**src/rtl/fifo_rr_sched.sv**
```systemverilog
// Round-robin scheduler draining N FWFT FIFOs into one registered ready/valid slot.
// Each grant holds for up to BURST pops, then priority rotates past the served source.
module fifo_rr_sched #(
    parameter int T     = 64,
    parameter int N     = 4,
    parameter int NW    = 2,
    parameter int BURST = 4,
    parameter int CW    = 3
) (
    input  logic             clk,
    input  logic             srst,
    input  logic [N*T-1:0]   fifo_dout,
    input  logic [N-1:0]     fifo_empty,
    output logic [N-1:0]     fifo_rd_en,
    output logic [T-1:0]     m_data,
    output logic [NW-1:0]    m_src,
    output logic             m_valid,
    input  logic             m_ready,
    output logic [N-1:0]     grant
);

    typedef enum logic {IDLE, GRANT} state_t;

    state_t          state;
    logic [NW-1:0]   ptr;
    logic [NW-1:0]   gidx;
    logic [CW-1:0]   cnt;
    logic [NW-1:0]   sel;
    logic [NW-1:0]   idx;
    logic            found;
    logic            slot_free;
    logic            pop;
    logic            last_pop;
    logic [T-1:0]    head_p0;

    // Explicit compare keeps the wrap correct when N is not a power of two.
    function automatic logic [NW-1:0] wrap_inc(input logic [NW-1:0] v);
        return (v == NW'(N - 1)) ? '0 : v + NW'(1);
    endfunction

    function automatic logic [N-1:0] onehot(input logic [NW-1:0] v);
        return N'(1) << v;
    endfunction

    always_comb begin
        found = 1'b0;
        sel   = ptr;
        idx   = ptr;
        for (int k = 0; k < N; k++) begin
            if (!found && !fifo_empty[idx]) begin
                found = 1'b1;
                sel   = idx;
            end
            idx = wrap_inc(idx);
        end
    end

    assign slot_free  = !m_valid || m_ready;
    assign pop        = !srst && (state == GRANT) && !fifo_empty[gidx] && slot_free;
    assign last_pop   = pop && (cnt == CW'(BURST - 1));
    assign fifo_rd_en = pop ? onehot(gidx) : '0;
    assign head_p0    = fifo_dout[gidx*T +: T];

    // Slot stage: the popped head word is registered before reaching the output.
    always_ff @(posedge clk) begin
        if (srst) begin
            state   <= IDLE;
            ptr     <= '0;
            gidx    <= '0;
            cnt     <= '0;
            grant   <= '0;
            m_valid <= 1'b0;
            m_data  <= '0;
            m_src   <= '0;
        end else begin
            if (pop) begin
                m_data  <= head_p0;
                m_src   <= gidx;
                m_valid <= 1'b1;
            end else if (m_valid && m_ready) begin
                m_valid <= 1'b0;
            end

            case (state)
                IDLE: begin
                    if (found) begin
                        state <= GRANT;
                        gidx  <= sel;
                        grant <= onehot(sel);
                        cnt   <= '0;
                    end
                end
                GRANT: begin
                    if (fifo_empty[gidx] || last_pop) begin
                        state <= IDLE;
                        ptr   <= wrap_inc(gidx);
                        grant <= '0;
                    end else if (pop) begin
                        cnt <= cnt + CW'(1);
                    end
                end
                default: state <= IDLE;
            endcase
        end
    end

endmodule

```
**config.mk**
```make
export PLATFORM = sky130hd
export DESIGN_NAME = fifo_rr_sched
export DESIGN_NICKNAME = d
export VERILOG_FILES = /design/src/rtl/fifo_rr_sched.sv
export SDC_FILE = /design/constraint.sdc
export NUM_CORES = 1
export LEC_CHECK = 0
export ABC_CLOCK_PERIOD_IN_PS = 2700
export BUFFER_PORTS_ARGS = -buffer_cell sky130_fd_sc_hd__buf_2
export CORE_AREA = 2 2 130 132
export CTS_CLUSTER_SIZE = 30
export DETAILED_ROUTE_END_ITERATION = 16
export DIE_AREA = 0 0 132 134
export HOLD_SLACK_MARGIN = 0.02
export PLACE_DENSITY = 0.58
export SYNTH_ARGS = -nofsm -noshare
export SYNTH_HDL_FRONTEND = slang
export SYNTH_SLANG_ARGS = --single-unit
```
**constraint.sdc**
```tcl
create_clock -name clk -period 2.7 [get_ports clk]
set_input_delay 0.27 -clock clk [delete_from_list [all_inputs] [get_ports clk]]
set_output_delay 0.27 -clock clk [all_outputs]
set_load 0.05 [all_outputs]
```
==> After elaboration in Yosys (flattened, before gate mapping) <==
Cells that the tools add are included.
{ "op_classes": {"shifts": 3, "mux": 34, "n_bitwise": 1, "n_eq_ne": 9, "order_cmp": 5, "n_reduce_logical": 23, "addsub": 5} }
{ "ops": {"columns": ["operator", "n"], "rows": [
  ["256-bit by 9-bit indexed part select with 64-bit output", 1],
  ["2-bit by 3-bit < comparator with 1-bit output (second input constant)", 5],
  ["2-bit two-way mux", 7],
  ["1-bit two-way mux", 13],
  ["4-bit two-way mux", 3],
  ["1-bit binary-select mux with 2-bit select", 5],
  ["3-bit two-way mux", 3],
  ["2-bit by 1-bit adder with 2-bit output (second input constant)", 4],
  ["2-bit == test (second input constant)", 4],
  ["1-bit logical AND", 8],
  ["1-bit zero test", 8],
  ["4-bit one-hot mux with 2 select lines", 1],
  ["1-bit by 2-bit left shift with 4-bit output (first input constant)", 2],
  ["3-bit one-hot mux with 2 select lines", 1],
  ["2-bit AND reduction", 3],
  ["2-bit by 1-bit != test with 1-bit output (second input constant)", 2],
  ["2-bit != test (second input constant)", 2],
  ["3-bit by 1-bit adder with 3-bit output (second input constant)", 1],
  ["3-bit by 2-bit == test with 1-bit output (second input constant)", 1],
  ["3-bit AND reduction", 1],
  ["1-bit logical OR", 2],
  ["1-bit one-hot mux with 2 select lines", 1],
  ["2-bit nonzero test", 1],
  ["1-bit inverter", 1]
]} }
{ "totals": {"word_cells": 88, "output_inout_bits": 75, "in_bits": 263, "regBits": 79} }

==> Depth between registers and ports, before layout <==
Gate-level depths: netlist of the first run.
{ "depth": {"depth_word": 16, "depth_mapped": 9, "ltp_nobuf": 7} }

==> Least setup slack after synthesis of the first run <==
Ideal clock, no wire load.
{ "synth_timing": {"path_kind": "reg2out", "from": "register gidx[0]", "to": "output port fifo_rd_en[2]", "n_path_buf": 3, "required_time_ns": 2.430, "path_stages_with_launch": 8, "t_arrival_ns": 2.752, "setup_slack_ns": -0.322, "path_cell_list": "dfxtp_1 > buf_2 > mux4_2 > nand2b_4 > nand2b_1 > clkbuf_1 > buf_2 > nor3b_1"} }
{ "synth_between": {"elab_chain_cells": 6, "elab_cells_between_ends": 7, "classes_between": "shift (1); mux (3); reduce/logical (3)"} }
{ "synth_lines": {"columns": ["item", "line_no", "rtl"], "rows": [
  ["from (decl)", "26", "logic [NW-1:0] gidx;"],
  ["from (signal assigned)", "88", "gidx <= sel;"],
  ["1-bit binary-select mux with 2-bit select", "59", "assign pop = !srst && (state == GRANT) && !fifo_empty[gidx] && slot_free;"],
  ["1-bit two-way mux (not written as such)", "59", null],
  ["1-bit zero test", "59", null],
  ["1-bit logical AND (2 in series)", "59", null],
  ["4-bit two-way mux (*)", "61", "assign fifo_rd_en = pop ? onehot(gidx) : '0;"],
  ["to (decl)", "14", "output logic [N-1:0] fifo_rd_en,"]
]} }
Every way passes the cells marked *; elsewhere a longest branch is shown, timed or not. The select of a mux whose other input is x is not followed.

==> Worst setup path after layout of the first run <==
{ "layout_timing": {"from": "register gidx[0]", "to": "output port fifo_rd_en[3]"} }
Same word-level chain as after synthesis.

==> results.sh, run 1 <==
export IMPL_outcome="completed"
export IMPL_synth_area_leaders="dfxtp_1 (33%), mux4_2 (31%), nand2_1 (11%)"
export IMPL_routed_top_layer="met5"
export IMPL_antenna_found_initial=7
export IMPL_syn2layout_area_growth_pct=43.8
export IMPL_arrival_ns=2.16
export IMPL_startpoint_type="register"
export IMPL_layout_cells_most_common_list="buf_2 (336), nand2_1 (141), dfxtp_1 (77), a21oi_1 (72), mux4_2 (66)"
export IMPL_cts_resized_gates=0
export IMPL_hold_buffers=0
export IMPL_crit_type="reg -> out"
export IMPL_postRouteAntennaNets=0
export IMPL_clkSinkCount=79
export IMPL_crit_buf_inv=1
export IMPL_worstPathMaxFanout=6
export IMPL_drv_cap=0
export IMPL_design_core_area_um2=16300
export IMPL_io_buffers=337
export IMPL_drt_pass1_iterations=4
export IMPL_drive_gt1_share_pct=53.9
export IMPL_die_h_um=134
export IMPL_power_leakage_nw=3.05
export IMPL_final_max_slew_violation_count=0
export IMPL_holdWs_ns=0.338
export IMPL_drc=0
export IMPL_hp_class="in -> reg"
export IMPL_crit_path_top_delay_cell="mux4_2"
export IMPL_overflow=0
export IMPL_synth_top_family_by_area="multiplexers"
export IMPL_num_rows=47
export IMPL_nets=1074
export IMPL_dp_final_hpwl_um=13500
export IMPL_tns_ns=0
export IMPL_synth_seq_area_share_pct=32.8
export IMPL_cp_required_ns=2.43
export IMPL_fin_area_um2=6920
export IMPL_cpLargestDelayFamily="simple AND/OR/NAND/NOR gates"
export IMPL_io_pins=338
export IMPL_track_usage_pct=19.2
export IMPL_htreeDepth=3
export IMPL_grt_pass1_wl_um=26500
export IMPL_powerDensity_nw_per_um2=617
export IMPL_initial_utilization_pct=29.6
export IMPL_synth_edf_count=0
export IMPL_dpl_cell_count=1013
export IMPL_critPathMaxStageDelay_ns=0.50
export IMPL_setup_viol=0
export IMPL_ys_flop_type="dfxtp_1"
export IMPL_cts_setup_buffers=0
export IMPL_place_congestion=0.868
export IMPL_fin_skew_ns=0.00825
export IMPL_wl_met2_um=8970
export IMPL_finalCriticalPeriod_ns=2.43
export IMPL_final_util_pct=42.5
export IMPL_wire_per_inst_um=16.7
export IMPL_syn_area_um2=4810
export IMPL_preCtsSetupSlack_ns=0.472
export IMPL_async_reset_ff_share_pct=0
export IMPL_ys_ff_latch=79
export IMPL_layout_commonest_cell="buf_2"
export IMPL_worst_slack_ns=0.275
export IMPL_syn_inst=495
export IMPL_grt_pass1_vias=4931
export IMPL_synth_nets=765
export IMPL_clkSlewWorstSetupHoldPaths_ns=0.06
export IMPL_die_area_um2=17700
export IMPL_dpl_instance_area_um2=6670
export IMPL_cts_tree="yes"
export IMPL_synth_top_cell_area_share_pct=32.8
export IMPL_rsz0062_at_grt="false"
export IMPL_hold_viol=0
export IMPL_wirelength_um=17200
export IMPL_drt_met1_wl_um=6730
export IMPL_synth_area_per_cell_um2=9.73
export IMPL_wl_met3_um=1110
export IMPL_fillerInstances=1698
export IMPL_insertion_delay_ns=0.34
export IMPL_clockRootBuffer="clkbuf_16"
export IMPL_synthDistinctLibCells=41
export IMPL_synth_compound_gate_area_share_pct=12.2
export IMPL_drt_iter0_drc=263
export IMPL_synth_simple_gate_area_share_pct=16.1
export IMPL_synthMuxAreaShare_pct=31.5
export IMPL_grt_max_degree=70
export IMPL_stdcell_count=1032
export IMPL_peakVddDrop_mv=0.394
export IMPL_cts_max_path_buffers=2
export IMPL_numCtsBuffers=9
export IMPL_synth_xor_area_share_pct=0
export IMPL_power_mw=4.27
export IMPL_worst_pin_slew_ns=0.751
export IMPL_cp_cell_sequence="mux4_2 > nand2b_4 > nand2b_2 > nor3b_1 > buf_2"
export IMPL_synth_area_leader_cell="dfxtp_1"
export IMPL_fin_crit_sh_pct=89.8
export IMPL_slew_headroom_pct=49.9
export IMPL_viasPerCell=4.84
export IMPL_vias=4994
export IMPL_ys_warn_count=0
export IMPL_chipWidth_um=132
export IMPL_synth_fa_ha_area_share_pct=1.82
export IMPL_endpoint_kind="output port"
export IMPL_clock_fmax_mhz=412
final cells by class:
cell class / count / area [um^2] / share of cell area, %
well taps: 220 / 275 / 3.98
repair buffers: 347 / 1790 / 25.8
flip-flops and latches: 79 / 1590 / 22.9
diodes: 5 / 12.5 / 0.181
inverters: 8 / 30.0 / 0.434
multi-input cells: 359 / 2980 / 43.1
clock inverters: 2 / 10.0 / 0.145
clock buffers: 12 / 236 / 3.42
power breakdown:
group          switching (mW)  internal [mW]  total (mW)
registers              0.0657           1.30        1.36
clock network           0.460          0.610        1.07
logic                    1.09          0.741        1.84
total                    1.62           2.65        4.27
cell usage after synthesis (all sizes together) (2+ instances only):
cell and n:
nor4 2, o31ai 3, ha 7, mux2 2, o211ai 4, nor2b 2, clkbuf 23, nand2 141
dfxtp 79, nor4b 2, nand3 2, o311ai 2, mux4 66, nand3b 4, a21oi 72, buf 26
nor2 17, o21ai 9, nand2b 2, a31oi 2, inv 8, nor3b 6
layer usage:
metal,global-route usage [%],up-vias
met5,0,-
met4,6.82,4
met3,5.56,28
met2,33.8,185
met1,22.2,2352
li1,-,2425
cells by family (layout without fill, tap and decap cells):
kind of cell	Yosys count	in the layout
buffers and inverters	57	369
DFF	79	79
muxes	69	69
adders and majority gates	7	7
and+or+nand+nor	182	182
AOI/OAI and AO/OA	101	101
other	0	5
sequential cells by signal, indices dropped and copies added (netlist names):
signal,flops
m_valid,1
cnt,3
state,1
m_data,64
ptr,2
gidx,2
m_src,2
grant,4
path summary, 6_finish.rpt:
| check | startpoint | endpoint | slack [ns] | cells after the start |
|---|---|---|---|---|
| max reg2reg | ptr[1] | gidx[1] | 0.45 | 7 |
| min reg2reg | m_data[3] | m_data[3] | 0.45 | 2 |
| min | srst | gidx[0] | 0.34 | 2 |
| max | gidx[0] | fifo_rd_en[3] | 0.27 | 5 |
No activity file was read; power rests on OpenSTA's default activity.
==> run 2, diff against run 1 <==
--- a/config.mk
+++ b/config.mk
@@ -13,6 +13,7 @@
 export DIE_AREA = 0 0 132 134
 export HOLD_SLACK_MARGIN = 0.02
 export PLACE_DENSITY = 0.58
+export RECOVER_POWER = 50
 export SYNTH_ARGS = -nofsm -noshare
 export SYNTH_HDL_FRONTEND = slang
 export SYNTH_SLANG_ARGS = --single-unit
==> results.sh, run 2 (synthesized netlist as in run 1, its figures left out) <==
export IMPL_outcome="completed"
export IMPL_wirelength_um=17200
export IMPL_grt_pass1_vias=4931
export IMPL_finalCriticalPeriod_ns=2.46
export IMPL_wl_met2_um=9030
export IMPL_hold_buffers=0
export IMPL_p_seq_share_pct=32.4
export IMPL_routed_top_layer="met5"
export IMPL_arrival_ns=2.19
export IMPL_worstPathMaxFanout=6
export IMPL_initial_utilization_pct=29.6
export IMPL_place_congestion=0.868
export IMPL_layout_cells_most_common_list="buf_2 (265), nand2_1 (141), dfxtp_1 (77), clkbuf_1 (75), a21oi_1 (72)"
export IMPL_timing_rr_start="gidx[0]"
export IMPL_setup_viol=0
export IMPL_final_seq_area_um2=1590
export IMPL_num_rows=47
export IMPL_cts_max_path_buffers=2
export IMPL_drt_pass1_iterations=4
export IMPL_fin_crit_sh_pct=91.0
export IMPL_power_internal_mw=2.61
export IMPL_io_pins=338
export IMPL_numCtsBuffers=9
export IMPL_vias=4987
export IMPL_peakVddDrop_mv=0.392
export IMPL_design_core_area_um2=16300
export IMPL_holdWs_ns=0.339
export IMPL_dp_final_hpwl_um=13500
export IMPL_pwr_share_clk_pct=25.1
export IMPL_multi_input_area_um2=2980
export IMPL_chipWidth_um=132
export IMPL_min_from="srst"
export IMPL_endpoint_kind="output port"
export IMPL_dpl_instance_area_um2=6670
export IMPL_nets=1074
export IMPL_cts_resized_gates=0
export IMPL_top_register="m_data"
export IMPL_layout_commonest_cell="buf_2"
export IMPL_die_area_um2=17700
export IMPL_final_max_slew_violation_count=0
export IMPL_drt_met1_wl_um=6700
export IMPL_tns_ns=0
export IMPL_fin_area_um2=6830
export IMPL_track_usage_pct=19.2
export IMPL_rsz0062_at_grt="false"
export IMPL_insertion_delay_ns=0.34
export IMPL_cts_tree="yes"
export IMPL_htreeDepth=3
export IMPL_wl_met3_um=1080
export IMPL_antenna_found_initial=7
export IMPL_fillerInstances=1733
export IMPL_viasPerCell=4.83
export IMPL_postRouteAntennaNets=0
export IMPL_clock_fmax_mhz=407
export IMPL_drive_gt1_share_pct=44.9
export IMPL_swShare_pct=38.2
export IMPL_dpl_cell_count=1013
export IMPL_startpoint="gidx[0]"
export IMPL_total_switching_power_mw=1.62
export IMPL_clockRootBuffer="clkbuf_16"
export IMPL_worst_pin_slew_ns=0.808
export IMPL_slew_headroom_pct=46.1
export IMPL_drc=0
export IMPL_largest_reg_flops=64
export IMPL_die_h_um=134
export IMPL_grt_max_degree=70
export IMPL_io_buffers=337
export IMPL_cp_required_ns=2.43
export IMPL_comb_power_share_pct=42.5
export IMPL_syn2layout_area_growth_pct=41.8
export IMPL_hp_class="in -> reg"
export IMPL_wire_per_inst_um=16.7
export IMPL_grt_pass1_wl_um=26500
export IMPL_power_mw=4.23
export IMPL_drt_iter0_drc=277
export IMPL_clkSlewWorstSetupHoldPaths_ns=0.06
export IMPL_power_leakage_nw=2.75
export IMPL_cts_setup_buffers=0
export IMPL_fin_skew_ns=0.00744
export IMPL_hold_viol=0
export IMPL_overflow=0
export IMPL_top_regs="m_data: 64 flops, grant: 4 flops, cnt: 3 flops"
export IMPL_drv_cap=0
export IMPL_clkSinkCount=79
export IMPL_startpoint_type="register"
export IMPL_powerDensity_nw_per_um2=619
export IMPL_crit_type="reg -> out"
export IMPL_stdcell_count=1032
[run 2: final timing paths]
kind | cells after the start | end | slack, ns
worst min-delay path | 2 | gidx[0] | 0.34
worst max-delay path | 5 | fifo_rd_en[3] | 0.24
worst max register to register | 6 | m_data[41] | 0.43
worst min register to register | 2 | m_data[3] | 0.45
[run 2: area by class of cell]
cell class	instances	area share, %
repair buffers	347	24.8
clock buffers	12	3.46
diodes	5	0.183
clock inverters	2	0.147
inverters	8	0.440
well taps	220	4.03
flip-flops and latches	79	23.3
multi-input cells	359	43.6
[run 2: power groups by stage]
stage	logic [mW]	registers (mW)	clock network, mW
6_report	1.80	1.37	1.06
4_1_cts	1.86	1.37	1.10
2_1_floorplan	0.942	1.79	0
3_5_place_dp	1.85	1.39	0
3_3_place_gp	1.84	1.39	0
5_1_grt	1.94	1.39	1.15
[run 2: critical path, cell delays in order, from the launching register on]
cell	delay (ns)
dfxtp_4	0.36
mux4_2	0.50
nand2b_4	0.19
nand2b_1	0.23
nor3b_1	0.25
buf_2	0.31
[run 2: through the flow]
step                worst slack (ns)  utilization, %
floorplan                     -0.312               -
global placement               0.459            40.9
detailed placement             0.472            40.9
CTS                            0.249            42.4
global route                   0.131            41.9
finish                         0.242            41.9
[run 2: metal layers]
metal,up-vias,global-route usage [%]
li1,2422,-
met5,-,0
met1,2353,22.2
met2,182,33.8
met4,4,6.82
met3,26,5.56
==> run 3, diff against run 2 <==
--- a/config.mk
+++ b/config.mk
@@ -5,14 +5,16 @@
 export SDC_FILE = /design/constraint.sdc
 export NUM_CORES = 1
 export LEC_CHECK = 0
+export ABC_AREA = 1
 export ABC_CLOCK_PERIOD_IN_PS = 2700
 export BUFFER_PORTS_ARGS = -buffer_cell sky130_fd_sc_hd__buf_2
 export CORE_AREA = 2 2 130 132
+export CTS_CLUSTER_DIAMETER = 200
 export CTS_CLUSTER_SIZE = 30
 export DETAILED_ROUTE_END_ITERATION = 16
 export DIE_AREA = 0 0 132 134
 export HOLD_SLACK_MARGIN = 0.02
-export PLACE_DENSITY = 0.58
+export PLACE_DENSITY = 0.6
 export RECOVER_POWER = 50
 export SYNTH_ARGS = -nofsm -noshare
 export SYNTH_HDL_FRONTEND = slang
==> results.sh, run 3 <==
export IMPL_tns_ns=0
export IMPL_ys_ff_latch=79
export IMPL_numCtsBuffers=9
export IMPL_worstReg2RegEnd="ptr[0]"
export IMPL_io_pins=338
export IMPL_antenna_found_initial=1
export IMPL_ys_warn_count=0
export IMPL_endpoint_kind="output port"
export IMPL_chipWidth_um=132
export IMPL_cts_tree="yes"
export IMPL_top_regs="m_data: 64 flops, grant: 4 flops, cnt: 3 flops"
export IMPL_synth_area_leaders="dfxtp_1 (31%), nor2_1 (19%), o21ai_0 (19%)"
export IMPL_die_area_um2=17700
export IMPL_fin_area_um2=7080
export IMPL_power_internal_mw=3.15
export IMPL_fillerInstances=1809
export IMPL_clock_fmax_mhz=413
export IMPL_syn_inst=824
export IMPL_synth_area_per_cell_um2=6.18
export IMPL_grt_pass1_wl_um=30700
export IMPL_use_met1_pct=26.1
export IMPL_synthDistinctLibCells=29
export IMPL_slew_headroom_pct=31.7
export IMPL_io_buffers=337
export IMPL_synth_edf_count=0
export IMPL_initial_utilization_pct=31.3
export IMPL_holdWs_ns=0.234
export IMPL_power_leakage_nw=3.27
export IMPL_wire_per_inst_um=14.7
export IMPL_wirelength_um=19700
export IMPL_swShare_pct=50.6
export IMPL_largest_reg_flops=64
export IMPL_insertion_delay_ns=0.34
export IMPL_finalCriticalPeriod_ns=2.42
export IMPL_synthMuxAreaShare_pct=0
export IMPL_dp_final_hpwl_um=14300
export IMPL_synth_compound_gate_area_share_pct=30.5
export IMPL_powerDensity_nw_per_um2=902
export IMPL_layout_commonest_cell="buf_2"
export IMPL_drt_iter0_drc=292
export IMPL_top_register="m_data"
export IMPL_total_switching_power_mw=3.23
export IMPL_grt_pass1_vias=6018
export IMPL_hp_class="in -> reg"
export IMPL_timing_rr_start="state"
export IMPL_synth_top_cell_area_share_pct=31.0
export IMPL_setup_viol=0
export IMPL_min_path_cells=4
export IMPL_pwr_share_clk_pct=19.2
export IMPL_startpoint_type="register"
export IMPL_num_rows=47
export IMPL_cts_setup_buffers=0
export IMPL_drc=0
export IMPL_busiest_layer="met2"
export IMPL_peakVddDrop_mv=0.358
export IMPL_syn_area_um2=5090
export IMPL_htreeDepth=3
export IMPL_hold_viol=0
export IMPL_vias=6535
export IMPL_syn2layout_area_growth_pct=39.0
export IMPL_cp_required_ns=2.43
export IMPL_synth_seq_area_share_pct=31.0
export IMPL_worst_pin_slew_ns=1.01
export IMPL_cts_max_path_buffers=2
export IMPL_synth_nets=1094
export IMPL_postRouteAntennaNets=0
export IMPL_drt_pass1_iterations=7
export IMPL_viasPerCell=4.88
export IMPL_track_usage_pct=21.6
export IMPL_die_h_um=134
export IMPL_fin_crit_sh_pct=89.7
export IMPL_worstPathMaxFanout=64
export IMPL_hold_buffers=0
export IMPL_comb_power_share_pct=56.3
export IMPL_synth_most_common_cell="nor2_1"
export IMPL_min_from="m_ready"
export IMPL_async_reset_ff_share_pct=0
export IMPL_place_congestion=0.862
export IMPL_overflow=0
export IMPL_final_seq_area_um2=1590
export IMPL_synth_xor_area_share_pct=0
export IMPL_drive_gt1_share_pct=28.8
export IMPL_worst_r2r_setup_slack_ns=0.38
export IMPL_clkSlewWorstSetupHoldPaths_ns=0.06
export IMPL_clkSinkCount=79
export IMPL_layout_cells_most_common_list="buf_2 (266), nor2_1 (260), o21ai_0 (195), dfxtp_1 (77), clkbuf_1 (73)"
export IMPL_synth_top_family_by_area="compound AO/OA/AOI/OAI gates"
export IMPL_synth_simple_gate_area_share_pct=28.9
export IMPL_design_core_area_um2=16300
export IMPL_ys_flop_type="dfxtp_1"
export IMPL_fin_skew_ns=0.00706
export IMPL_synth_fa_ha_area_share_pct=1.72
export IMPL_outcome="completed"
export IMPL_rr_worst_depth=5
export IMPL_p_seq_share_pct=24.5
export IMPL_grt_use_met2_pct=37.9
export IMPL_grt_max_degree=119
export IMPL_crit_type="reg -> out"
export IMPL_synth_commonest_cells="nor2_1 (261), o21ai_0 (195), dfxtp_1 (79)"
export IMPL_final_max_slew_violation_count=0
export IMPL_arrival_ns=2.15
export IMPL_nets=1384
export IMPL_synth_area_leader_cell="dfxtp_1"
export IMPL_cts_resized_gates=0
export IMPL_grtUsageMet3_pct=4.61
export IMPL_hold_end="m_valid"
export IMPL_dpl_instance_area_um2=6890
export IMPL_multi_input_area_um2=3100
export IMPL_rsz0062_at_grt="false"
export IMPL_drv_cap=0
export IMPL_clockRootBuffer="clkbuf_16"
## run 3: logic make-up after synthesis
family,after synthesis
buffers and inverters,97
AO/OA/AOI/OAI,285
AND/OR/NAND/NOR,356
flip-flops,79
adder cells (fa/ha/maj),7
## run 3: power by group through the flow
stage	Combinational (mW)	Clock, mW	Sequential [mW]
2_1_floorplan	2.11	0	2.20
3_3_place_gp	3.67	0	1.58
3_5_place_dp	3.67	0	1.58
4_1_cts	3.68	1.27	1.56
5_1_grt	3.99	1.31	1.60
6_report	3.60	1.22	1.56
## run 3: worst max path at each step
stage / from / to / cells past startpoint
after global placement: ptr[0] / gidx[0] / 13
after floorplan: gidx[0] / fifo_rd_en[0] / 11
after CTS: gidx[0] / fifo_rd_en[3] / 5
after detailed placement: ptr[0] / grant[2] / 13
final: gidx[0] / fifo_rd_en[3] / 5
after global routing: gidx[0] / fifo_rd_en[3] / 5
## run 3: metrics by stage
step	total power [mW]	setup slack (ns)	util, %	cells
final	6.38	0.278	43.5	1340
after global routing	6.90	0.100	43.4	1339
after CTS	6.51	0.247	44.1	1339
after detailed placement	5.25	0.547	42.3	1323
after global placement	5.25	0.605	42.3	1323
after floorplan	4.31	0.344	-	824
## run 3: cell type report
class	instances	area share (%)
Multi-Input combinational cell	648	43.8
Timing Repair Buffer	346	24.1
Tap cell	220	3.89
Clock buffer	12	3.48
Clock inverter	4	0.636
Sequential cell	79	22.4
Antenna cell	1	0.0354
Inverter	30	1.64
## run 3: critical path: stages, from the launching register on
cell and delay, ns:
dfxtp_4 0.55, buf_4 0.55, ha_1 0.24, inv_1 0.05, nor2_1 0.09, buf_2 0.27
## run 3: per-layer routing
layer  share of wire [%]  vias up
li1                    -     3364
met1                  43     2928
met2                  50      225
met3                 6.2       18
met4                 1.5        0
met5                   0        -
